==> config.mk <==
export PLATFORM = sky130hd
export DESIGN_NAME = seq_pattern_detector
export DESIGN_NICKNAME = d
export VERILOG_FILES = /design/src/rtl/seq_pattern_detector.sv
export SDC_FILE = /design/constraint.sdc
export NUM_CORES = 1
export LEC_CHECK = 0
export CAP_MARGIN = 10
export CORE_MARGIN = 2
export CORE_UTILIZATION = 48
export DETAILED_ROUTE_END_ITERATION = 16
export PLACE_DENSITY = 0.77
export SYNTH_ARGS = -nofsm -noshare
export SYNTH_HDL_FRONTEND = slang
export SYNTH_SLANG_ARGS = --single-unit
==> constraint.sdc <==
create_clock -name clock -period 2.3 [get_ports clock]
set_clock_uncertainty 0.15 [all_clocks]
set_input_delay 0.69 -clock clock [delete_from_list [all_inputs] [get_ports clock]]
set_output_delay 0.69 -clock clock [all_outputs]
set_load 0.005 [all_outputs]
==> src/rtl/seq_pattern_detector.sv <==
// seq_pattern_detector
//   Serial bit-pattern detector with a run-time loadable pattern and overlap
//   mode. Input bits are qualified by in_valid. A saturating counter tracks
//   the number of matches.
//
//   Optional build macro: SEQ_PATTERN_DETECTOR_MASK_EN
//     When it is defined, the block adds the cfg_mask input and a mask
//     register. Mask bits that are 0 are don't-care in the comparison.
//
// Ports
//   clock        system clock, rising edge
//   reset        synchronous active-high reset
//   in           serial data bit
//   in_valid     qualifies in
//   cfg_load     loads cfg_pattern / cfg_overlap (and cfg_mask), clears history
//   cfg_pattern  new pattern, bit LEN-1 is the oldest bit
//   cfg_overlap  new overlap mode (1 = overlapping)
//   cfg_mask     (MASK_EN only) new compare mask, 1 = bit must match
//   out          one-cycle registered match pulse
//   match_count  saturating match count
//   fill         number of valid history bits, 0..LEN
module seq_pattern_detector #(
    parameter int             LEN         = 4,
    parameter int             CNT_W       = 8,
    parameter logic [LEN-1:0] RST_PATTERN = LEN'(4'b1011),
    parameter bit             RST_OVERLAP = 1'b1
) (
    input  logic                       clock,
    input  logic                       reset,
    input  logic                       in,
    input  logic                       in_valid,
    input  logic                       cfg_load,
    input  logic [LEN-1:0]             cfg_pattern,
    input  logic                       cfg_overlap,
`ifdef SEQ_PATTERN_DETECTOR_MASK_EN
    input  logic [LEN-1:0]             cfg_mask,
`endif
    output logic                       out,
    output logic [CNT_W-1:0]           match_count,
    output logic [$clog2(LEN+1)-1:0]   fill
);

    localparam int FW = $clog2(LEN+1);
    localparam logic [FW-1:0] FULL = FW'(LEN);

    logic [LEN-1:0] hist;
    logic [LEN-1:0] pattern;
    logic           overlap;
    logic [LEN-1:0] hist_n;
    logic [FW-1:0]  fill_n;
    logic           hit;
    logic           match;

`ifdef SEQ_PATTERN_DETECTOR_MASK_EN
    logic [LEN-1:0] mask;

    always_ff @(posedge clock) begin
        if (reset)
            mask <= '1;
        else if (cfg_load)
            mask <= cfg_mask;
    end

    assign hit = ((hist_n ^ pattern) & mask) == '0;
`else
    assign hit = (hist_n == pattern);
`endif

    // Next history and fill if the current bit is accepted. The fill
    // requirement stops zero bits left over from reset or load from
    // completing a match.
    always_comb begin
        hist_n = {hist[LEN-2:0], in};
        fill_n = (fill == FULL) ? FULL : fill + FW'(1);
        match  = (fill_n == FULL) && hit;
    end

    always_ff @(posedge clock) begin
        if (reset) begin
            hist        <= '0;
            fill        <= '0;
            out         <= 1'b0;
            match_count <= '0;
            pattern     <= RST_PATTERN;
            overlap     <= RST_OVERLAP;
        end else if (cfg_load) begin
            // A new pattern invalidates the history. The count is kept.
            pattern <= cfg_pattern;
            overlap <= cfg_overlap;
            hist    <= '0;
            fill    <= '0;
            out     <= 1'b0;
        end else if (in_valid) begin
            hist <= hist_n;
            out  <= match;
            if (match) begin
                // In non-overlap mode the next match needs LEN fresh bits.
                fill <= overlap ? FULL : '0;
                if (match_count != {CNT_W{1'b1}})
                    match_count <= match_count + CNT_W'(1);
            end else begin
                fill <= fill_n;
            end
        end else begin
            out <= 1'b0;
        end
    end

endmodule

; ---- Word-level counts from Yosys, hierarchy flattened
; Cells that the tools add are included.
; Widths: inputs -> output; s select.
[totals]
reg_bits = 20
inputBits = 10
[classes]
addsub = 2
eq_ne = 4
n_mux = 3
n_bitwise = 2
reduce_logical = 4
[ops]
columns = operator, n
row1 = $mux 3, 3
row2 = $add 8x1->8 const B, 1
row3 = $ne 8x8->1 const B, 1
row4 = $eq 3x3->1 const B, 2
row5 = $eq 4x4->1, 1
row6 = $reduce_and 4->1, 1
row7 = $add 3x1->3 const B, 1
row8 = $reduce_or 3->1, 1
row9 = $not 1->1, 2
row10 = $reduce_or 2->1, 1
row11 = $logic_and 1x1->1, 1

; ---- Depth between registers and ports, before layout
[logic_depth]
depth_word = 5
depth_mapped = 8

; ---- Worst setup path before layout
; OpenSTA, ideal clock, no wires.
[synth_path]
kind = register to register
startpoint = register fill[0]
endpoint = register match_count[4]
t_arrival_ps = 1903
slack_ps = 188
path_stages_with_launch = 9
period_less_slack_ps = 2112
cell_sequence = dfxtp_1 inv_1 ha_1 nand2b_1 a211oi_2 nand4_2 buf_4 or4_1 nand2_1
[synth_via]
elab_chain_cells = 5
word_cells_on_any_way = 6
classes_between = 1 x add/sub / 2 x eq/ne / 1 x mux / 2 x reduce/logical
[synth_rtl]
columns = element, line_no
row1 = from (decl), 40  ; output logic [$clog2(LEN+1)-1:0] fill
row2 = from (signal assigned), 98  ; fill <= overlap ? FULL : '0;
row3 = from (signal assigned), 102  ; fill <= fill_n;
row4 = $add 3x1->3 or $eq 3x3->1 (tied branches), 74  ; fill_n = (fill == FULL) ? FULL : fill + FW'(1);
row5 = $mux 3 (*), 74
row6 = $eq 3x3->1 (*), 75  ; match = (fill_n == FULL) && hit;
row7 = $logic_and 1x1->1 (*), 75
row8 = $reduce_and 4->1 (no line) (*), --
row9 = to (signal assigned), 100  ; match_count <= match_count + CNT_W'(1);
row10 = to (decl), 39  ; output logic [CNT_W-1:0] match_count,
; Every way passes the cells marked *; elsewhere a longest branch is shown, timed or not.
; A chain may end at the register's enable or synchronous reset.

; ---- Worst setup path in the final report
[layout_path]
startpoint = register fill[1]
endpoint = register match_count[4]
; The elaborated chain is that of the path after synthesis.

==> results.py <==
metrics = {
    "run_status": {
        "status": "complete, no violations",
    },
    "sta": {
        "period_needed_ns": 2.19,
        "setup_viol_count_final": 0,
        "final.period_utilization_pct": 95.2,
        "max-slew-margin-rel_pct": 84.4,
        "finalWorstSetupSlack_ns": 0.110,
        "maxClockFrequency_ghz": 0.457,
        "drv_slew": 0,
        "hold_violations": 0,
        "hold_ws_ns": 0.345,
        "tightest_slew_ns": 0.234,
        "final.setup.tns_ns": 0,
    },
    "global_routing": {
        "grt_start_max_net_pins": 12,
        "grt_pass1_wl_um": 3440,
        "first_global_vias": 799,
        "antenna_found_initial": 0,
        "total_overflow_reported_by_the_global_router": 0,
        "grt_util_all_layers_pct": 18.3,
    },
    "final_layout": {
        "syn_to_final_growth_pct": 34.7,
        "fill_cells": 181,
        "final-seq-area_um2": 403,
        "nets": 147,
        "finished_core_util_pct": 66.5,
        "multiInputGateArea_um2": 518,
        "final_layout_size_suffix_gt1_share_pct": 15.0,
        "n_antenna_cell": 0,
    },
    "placement": {
        "place_hpwl_um": 1510,
        "dpl_worst_slack_ns": -0.321,
        "finalWeightedCongestion": 0.779,
        "placement.io_buffers": 21,
    },
    "yosys": {
        "post_synth_edffs": 0,
        "synth-async-reset-ratio_pct": 0,
        "mappedNetlistArea_um2": 950,
        "yosysSeqAreaShare_pct": 42.2,
        "post_synth.cell_area_avg_um2": 9.04,
        "synth.ff_latch_count": 20,
        "synthesis.yosys.warnings": 0,
        "synth_cell_type_count": 29,
        "postSynth.topFlopCell": "sky130_fd_sc_hd__dfxtp_1",
        "synth_fp_nets": 118,
        "synth_cells": 105,
    },
    "worst_setup_path": {
        "critical_path.max_fanout": 7,
        "timing.setup.critical_path_class": "flip-flop to flip-flop",
        "crit-reg2reg-launch": "fill[1]",
        "critPathCaptureType": "flip-flop",
        "number_of_cells_on_the_worst_reg_to_reg_path": 8,
        "r2r_end": "match_count[4]",
        "critical_path_required_ns": 2.41,
        "worstSetupStartpointType": "flip-flop",
        "timing.critical_path.arrival_ns": 2.30,
        "setup_slack_reg_to_reg_ns": 0.11,
    },
    "routing": {
        "detailroute.wirelength.met3_um": 74,
        "dr.first_iter.drc_count": 10,
        "route.detailed.vias_per_inst": 5.27,
        "wire_per_inst_um": 12.5,
        "met2WireLength_um": 994,
        "drtPass1Iterations": 4,
        "final_antenna_net_count": 0,
        "post-route-drc-count": 0,
        "wirelength_met1_um": 910,
        "top_layer_used": "met4",
        "vias": 843,
        "finalWirelength_um": 1990,
    },
    "clock_network": {
        "cts_tree": "built",
        "htree_levels": 1,
        "clock_sinks": 20,
        "cts_hold_buf": 0,
        "numCtsBuffers": 3,
        "cts.root.buffer_cell": "sky130_fd_sc_hd__clkbuf_4",
        "cts.clk_slew.worst_paths_ns": 0.12,
        "cts_buffer_depth": 2,
        "clock_insertion_delay_worst_skew_ns": 0.30,
    },
    "die": {
        "standard_cell_rows": 16,
        "dieWidth_um": 48.5,
        "floorplan.die_area_um2": 2350,
        "io-pin-count": 22,
        "dieHeight_um": 48.5,
        "initial_util_pct": 49.4,
        "fp.coreArea_um2": 1920,
    },
    "worst_hold_path": {
        "holdCritPathClass": "flip-flop to flip-flop",
        "hold_depth": 2,
        "worstHoldStart": "fill[1]",
        "timing.hold.worst_endpoint": "fill[1]",
    },
    "run": {
        "max_cap_viol_count": 0,
    },
    "power": {
        "pwr_density_cell_nw_per_um2": 492,
        "p_total_uw": 629,
        "ir_worst_vdd_v": 0.000337,
        "static-leakage-power_uw": 0.000505,
    },
}
area by class of cell:
cell class	count	share of cell area [%]
clock buffer	4	2.84
inverter	3	0.881
multi-input combinational	77	40.5
sequential	20	31.5
tap	27	2.64
timing repair buffer	29	21.6
worst max-delay path by stage:
stage	endpoint	slack, ns	cells after the start	start
floorplan	match_count[4]	0.19	8	fill[0]
global placement	match_count[4]	-0.27	7	in
detailed placement	match_count[4]	-0.32	7	in
CTS	match_count[7]	0.002	6	in
global route	match_count[4]	-0.008	8	fill[1]
finish	match_count[4]	0.11	8	fill[1]
kinds of logic (layout without fill, tap and decap cells):
family          count (synthesis)  after routing  synth area share [%]
flops                          20             20                  42.2
xor+xnor                        5              5                  4.61
buf+inv                         8             36                  3.69
fa+ha+maj                       3              3                  3.95
mux                             6              6                  6.32
simple gates                   41             41                  24.0
compound gates                 22             22                  15.3
where the power goes:
group | internal (µW) | switching [µW]
logic | 36.1 | 26.1
registers | 354 | 5.10
clock network | 96.5 | 111
total | 487 | 142
placed cells by master, fill, tap and decap left out, types with 2 or more instances in the layout:
cell,count
sky130_fd_sc_hd__xor2_1,5
sky130_fd_sc_hd__a21oi_1,8
sky130_fd_sc_hd__or3_1,3
sky130_fd_sc_hd__inv_1,3
sky130_fd_sc_hd__nand2_1,4
sky130_fd_sc_hd__o21ai_0,5
sky130_fd_sc_hd__buf_4,7
sky130_fd_sc_hd__clkbuf_4,3
sky130_fd_sc_hd__dfxtp_1,18
sky130_fd_sc_hd__nor2_1,11
sky130_fd_sc_hd__o31ai_1,2
sky130_fd_sc_hd__dfxtp_2,2
sky130_fd_sc_hd__nand2b_1,2
sky130_fd_sc_hd__or4_1,2
sky130_fd_sc_hd__clkdlybuf4s50_1,20
sky130_fd_sc_hd__nor2b_1,5
sky130_fd_sc_hd__mux2i_1,6
sky130_fd_sc_hd__nand3_1,6
sky130_fd_sc_hd__a211o_1,4
sky130_fd_sc_hd__ha_1,3
registers in the layout, summed over array words and instances, names as in the netlist:
signal and cells:
overlap 1, fill 3, hist 3, pattern 4, match_count 8, out 1
cells in the mapped netlist (4+ instances only):
library cell / instances / area (µm²)
sky130_fd_sc_hd__nand3_1: 6 / 30.0
sky130_fd_sc_hd__nor2b_1: 5 / 31.3
sky130_fd_sc_hd__mux2i_1: 6 / 60.1
sky130_fd_sc_hd__xor2_1: 5 / 43.8
sky130_fd_sc_hd__nand2_1: 4 / 15.0
sky130_fd_sc_hd__dfxtp_1: 20 / 400
sky130_fd_sc_hd__o21ai_0: 5 / 25.0
sky130_fd_sc_hd__a211o_1: 4 / 35.0
sky130_fd_sc_hd__a21oi_1: 8 / 40.0
sky130_fd_sc_hd__nor2_1: 11 / 41.3
per-layer routing:
| layer | global-route usage, % | up-vias |
|---|---|---|
| met5 | 0 | - |
| met4 | 7.14 | 0 |
| met3 | 2.78 | 2 |
| met2 | 30.6 | 20 |
| met1 | 23.9 | 396 |
| li1 | - | 425 |
what timing repair did:
item,CTS,global route
resized for setup,1,4
setup buffers,0,2
setup endpoints to repair,1,3
pin swaps,0,3
through the flow:
stage	cell area, µm²	cells
after global placement	1210	154
after floorplan	950	105
after detailed placement	1210	154
after CTS	1250	158
final	1280	160
after global routing	1280	160
worst max-delay path: stages, from the launching register on:
cell	delay (ns)
sky130_fd_sc_hd__dfxtp_2	0.36
sky130_fd_sc_hd__inv_1	0.04
sky130_fd_sc_hd__ha_1	0.27
sky130_fd_sc_hd__nand2b_1	0.16
sky130_fd_sc_hd__a211oi_2	0.27
sky130_fd_sc_hd__nand4_2	0.22
sky130_fd_sc_hd__buf_6	0.19
sky130_fd_sc_hd__or4_4	0.41
sky130_fd_sc_hd__nand2_1	0.08
Note: power is estimated with default switching activity, not from simulation.
